`src/rtl/skid_register.sv`:
```
// rtl/skid_register.sv - two-entry skid register with fully registered upstream ready
module skid_register #(
    parameter int WIDTH = 8
) (
    input  logic             clk,
    input  logic             rst,
    input  logic             in_valid,
    output logic             in_ready,
    input  logic [WIDTH-1:0] in_data,
    output logic             out_valid,
    input  logic             out_ready,
    output logic [WIDTH-1:0] out_data,
    output logic [1:0]       count
);

    typedef enum logic [1:0] {
        EMPTY = 2'd0,
        ONE   = 2'd1,
        FULL  = 2'd2
    } state_t;

    state_t           state;
    logic [WIDTH-1:0] skid_data;
    logic             push;
    logic             pop;

    // Ready depends only on held state, never on out_ready.
    assign in_ready = (state != FULL) && !rst;
    assign push     = in_valid && in_ready;
    assign pop      = out_valid && out_ready;
    assign count    = state;

    always_ff @(posedge clk) begin
        if (rst) begin
            state     <= EMPTY;
            out_valid <= 1'b0;
            out_data  <= '0;
            skid_data <= '0;
        end else begin
            case (state)
                EMPTY: begin
                    if (push) begin
                        out_data  <= in_data;
                        out_valid <= 1'b1;
                        state     <= ONE;
                    end
                end
                ONE: begin
                    if (push && pop) begin
                        out_data <= in_data;
                    end else if (push) begin
                        skid_data <= in_data;
                        state     <= FULL;
                    end else if (pop) begin
                        out_valid <= 1'b0;
                        state     <= EMPTY;
                    end
                end
                FULL: begin
                    // The skid beat is older than anything upstream, so it moves to main.
                    if (pop) begin
                        out_data <= skid_data;
                        state    <= ONE;
                    end
                end
                default: begin
                    out_valid <= 1'b0;
                    state     <= EMPTY;
                end
            endcase
        end
    end

endmodule

```
`config.mk`:
```
export PLATFORM = sky130hd
export DESIGN_NAME = skid_register
export DESIGN_NICKNAME = d
export VERILOG_FILES = /design/src/rtl/skid_register.sv
export SDC_FILE = /design/constraint.sdc
export NUM_CORES = 1
export LEC_CHECK = 0
export ABC_CLOCK_PERIOD_IN_PS = 1230
export CAP_MARGIN = 20
export CORE_MARGIN = 2
export CORE_UTILIZATION = 32
export CTS_CLUSTER_DIAMETER = 120
export DETAILED_ROUTE_END_ITERATION = 8
export GPL_ROUTABILITY_DRIVEN = 0
export PLACE_DENSITY = 0.55
export REMOVE_ABC_BUFFERS = 1
export SETUP_SLACK_MARGIN = 0.5
export SLEW_MARGIN = 20
export SYNTH_ARGS = -nofsm -noshare
export SYNTH_HDL_FRONTEND = slang
export SYNTH_SLANG_ARGS = --single-unit
export TNS_END_PERCENT = 20
```
`constraint.sdc`:
```
create_clock -name clk -period 1.23 [get_ports clk]
set_input_delay 0.246 -clock clk [delete_from_list [all_inputs] [get_ports clk]]
set_output_delay 0.246 -clock clk [all_outputs]
set_load 0.02 [all_outputs]
```
; ---- After elaboration in Yosys (flattened, before gate mapping)
; Cells that the tools add are included.
[totals]
regBits = 19
in_bits = 12
out_inout_bits = 12
[op_classes]
eq_ne = 10
mux = 15
bitwise_logic = 2
reduce_logical = 11
[ops]
columns = operator, n
row1 = 2-to-1 mux 8 bit, 3
row2 = one-hot mux 8 bit (3 select lines), 1
row3 = "inequality test 2 bit, second input constant", 7
row4 = 2-to-1 mux 2 bit, 5
row5 = AND reduction 4 bit, 2
row6 = one-hot mux 2 bit (3 select lines), 1
row7 = AND reduction 5 bit, 1
row8 = logical AND 1 bit, 4
row9 = 2-to-1 mux 1 bit, 4
row10 = "inequality test 3 bit, second input constant", 1
row11 = one-hot mux 1 bit (3 select lines), 1
row12 = AND reduction 3 bit, 1
row13 = nonzero test 3 bit, 1
row14 = "equality test 2 x 1 -> 1 bit, second input constant", 1
row15 = "equality test 2 bit, second input constant", 1
row16 = logical NOT 2 bit, 1
row17 = NOT 1 bit, 2
row18 = logical NOT 1 bit, 1

; ---- Depth between registers and ports, before layout
[logic_depth]
ltp_word = 6
ltp_mapped = 5
ltp_nobuf = 3

; ---- Worst setup path before layout
; Ideal clock, no wire load.
[synth_timing]
path_kind = register -> register
start = register state[0] (netlist: count[0])
end = register out_data[5]
setup_ns = 0.133
arrival_time_ns = 1.310
required_ns = 1.097
path_slack_ns = -0.213
path_stages_with_launch = 6
period_less_slack_ns = 1.443
cell_sequence = dfxtp_1 a21bo_2 buf_6 buf_2 a211oi_1 a211oi_2
[synth_between]
elab_chain_len = 6
[synth_lines]
columns = element, line_no
row1 = start: declaration, 22  ; state_t state;
row2 = start signal: assignment, 35  ; state <= EMPTY;
row3 = start signal: assignment, 45  ; state <= ONE;
row4 = start signal: assignment, 53  ; state <= FULL;
row5 = inequality test 2 bit, 28  ; assign in_ready = (state != FULL) && !rst;
row6 = logical AND 1 bit, 28
row7 = logical AND 1 bit, 29  ; assign push = in_valid && in_ready;
row8 = logical AND 1 bit, 49  ; if (push && pop) begin
row9 = inequality test 2 bit (no source line), n/a
row10 = AND reduction 4 bit (no source line), n/a
row11 = end signal: assignment, 43  ; out_data <= in_data;
row12 = end signal: assignment, 50  ; out_data <= in_data;
row13 = end signal: assignment, 62  ; out_data <= skid_data;
row14 = end: declaration, 12  ; output logic [WIDTH-1:0] out_data,
; Several ways; a longest one is shown, not always the timed one.
; A chain may end at the register's enable or synchronous reset.

; ---- Final worst setup path
[layout_timing]
start = register state[1] (netlist: count[1])
end = register out_data[5]
; Same word-level chain as after synthesis.

==> summary.txt <==
GRT
  – Largest net degree at the start of global routing: 18
  – Vias in the first global route: 866
  – GRT Total Usage: 0.152
  – Antenna violations before repair: 0
  – Global-route wire length before repair: 3.90 mm
  – Total grt overflow: 0

Worst setup path
  – Cell repeated most along the worst path: buf_6
  – Crit start category: flip-flop
  – Endpoint type of the worst setup path: flip-flop
  – Worst Path Arrival: 1.54 ns
  – Critical path class: flip-flop to flip-flop
  – WP data required: 1.44 ns
  – CP delay by family, top: flip-flops
  – Number of buffers and inverters on the critical path: 2
  – Slowest stage delay, CP: 0.37 ns
  – CP cell instances: buf_6 > or2b_4 > buf_6 > mux2i_1 > a211oi_2
  – Slack of the worst reg-to-reg path: -0.09 ns
  – Critical path peak fanout: 5
  – Slowest-stage cell, CP: dfxtp_2

Die
  – Initial Utilization: 0.340
  – Die Area: 3380 um2
  – Die Ht: 58.1 um
  – Area of the core: 2760 um2
  – # IOs: 24
  – Row count: 19
  – Die W: 58.1 um

Layout
  – # fillers: 276
  – Final instance area: 1470 um2
  – Layout cells sized above 1: 0.450
  – Layout net count: 153
  – Final Core Density: 0.531
  – P&R area growth vs syn: 56.3%
  – Diode count: 0

Drt
  – WL per Instance: 14.2 um
  – # DRC: 0
  – Drt total wl: 2.43 mm
  – Vias: 893
  – Detail Route Antenna Nets: 0
  – Vias per cell: 5.22
  – Initial DRC count: 10
  – Count of TritonRoute iterations in the first routing pass: 3

Synth
  – Top cell type's share of synthesized area: 0.406
  – Seq/Total Area, Yosys: 0.406
  – Async S/R FF share, synth: 0
  – Post-synth cell types: 27
  – Post-Syn Instances: 96
  – FF+latch count, synth: 19
  – Synth top cells by count: 19 x dfxtp_1, 15 x a211oi_1, 9 x a21oi_1, 9 x mux2i_1
  – Ys flop type: dfxtp_1
  – Synth Cell Area: 937 um2
  – EDFF count, synth: 0
  – Synth area leader: dfxtp_1
  – Count leader, synth: dfxtp_1
  – Synth area leaders: dfxtp_1 41%, a211oi_1 12%, mux2i_1 9.6%
  – Yosys warnings: 0
  – Synthesized area per cell: 9.76 um2

Timing
  – Clock Skew: 0.00272 ns
  – Fin. Hold Viols: 0
  – Slew Limit Fails: 0
  – # setup viols final: 18
  – Period utilization: 1.07
  – Worst-Margin Slew: 0.313 ns
  – Worst setup margin: -0.0915 ns
  – Max Freq: 757 MHz
  – RSZ-0062 raised after global routing: yes
  – Rel. slew slack: 0.792
  – Setup_tns: -0.851 ns
  – Min Tclk post-route: 1.32 ns
  – Hold WS: 0.473 ns

Placed design
  – Cell Area, Placed: 1320 um2
  – Port bufs: 23
  – Detail Placement HPWL: 1.69 mm

Flow run
  – Max-Cap Viols: 0

Clock tree
  – H-tree lvl count: 1
  – Hold-fix buffers, CTS: 0
  – Clock latency on the worst-skew pair: 0.29 ns
  – CTS root buf: clkbuf_4
  – Clock-pin transition on the worst setup and hold timing paths: 0.11 ns
  – Sink Count: 19
  – Total clock buffers created by CTS: 3
  – CTS tree: built
  – Max Buffers Root-to-Sink: 2

Hold path
  – Worst min-delay path class: primary input to flip-flop

Outcome
  – Failing checks: negative setup slack
  – Run status: finished with violations

Power
  – Total power: 1470 uW
  – Lkg Pwr: 0.000614 uW
  – Pwr dens: 1000 nW/um2
  – VDD IR max: 597 uV
-- power by group --
part / leakage (uW) / internal (uW) / total, uW / switching (uW)
sequential: 0.000157 / 659 / 686 / 27.3
clock: 0.0000177 / 121 / 317 / 196
combinational: 0.000439 / 247 / 470 / 223
total: 0.000614 / 1030 / 1470 / 446
-- cell type report --
type | count | area, um2 | area share
multi-input cells | 69 | 561 | 0.383
repair buffers | 48 | 450 | 0.307
flip-flops and latches | 19 | 388 | 0.265
well taps | 31 | 38.8 | 0.0265
clock buffers | 3 | 22.5 | 0.0154
clock inverters | 1 | 5.00 | 0.00342
-- flip-flops by register name, indices dropped and copies added (netlist names) --
register,count
count,2
out_valid,1
out_data,8
skid_data,8
-- what timing repair did --
action,4_1_cts,5_1_grt
buffers inserted,5,0
pin swaps,15,4
resized for setup,84,12
setup endpoints to repair,31,31
-- cells in the final DEF, fill, tap and decap left out, types with 2 or more instances in the layout --
master / instances
and2b_2: 2
mux2i_1: 8
a21oi_2: 4
dfxtp_2: 3
dlygate4sd2_1: 2
buf_4: 23
o21ai_0: 7
a211oi_2: 3
clkdlybuf4s50_1: 9
clkbuf_4: 3
nand3_1: 7
dfxtp_1: 15
a21oi_1: 5
nor2_1: 2
o21bai_1: 2
buf_6: 12
a211oi_1: 13
-- cell families (layout without fill, tap and decap cells) --
family          count (synthesis)  count (layout)  share of synthesized area
buf+inv                         8              52                     0.0561
simple gates                   20              20                      0.140
mux                             9               9                     0.0961
flops                          19              19                      0.406
compound gates                 40              40                      0.302
-- per-stage QoR --
step / cells / setup slack (ns)
2_1_floorplan: 88 / -0.277
6_report: 171 / -0.0915
5_1_grt: 171 / -0.156
3_3_place_gp: 162 / -0.458
3_5_place_dp: 162 / -0.471
4_1_cts: 171 / -0.118
-- metal layers --
| metal | track usage | vias to the layer above | share of wire |
|---|---|---|---|
| met5 | 0 | - | 0 |
| met3 | 0.0335 | 2 | 0.045 |
| met4 | 0.0399 | 0 | 0.0066 |
| met2 | 0.253 | 16 | 0.47 |
| met1 | 0.198 | 425 | 0.48 |
| li1 | - | 450 | - |
-- worst register-to-register path, stage by stage (launching register included) --
cell	delay, ns
dfxtp_2	0.37
buf_6	0.11
or2b_4	0.28
buf_6	0.14
mux2i_1	0.13
a211oi_2	0.20
-- final timing paths --
check                                  start            to  depth (start not counted)
worst max-delay path                count[1]   out_data[5]                          5
worst max register to register      count[1]   out_data[5]                          5
worst min register to register  skid_data[0]  skid_data[0]                          2
worst min-delay path                     rst     out_valid                          3
No activity file was read; power rests on OpenSTA's default activity.
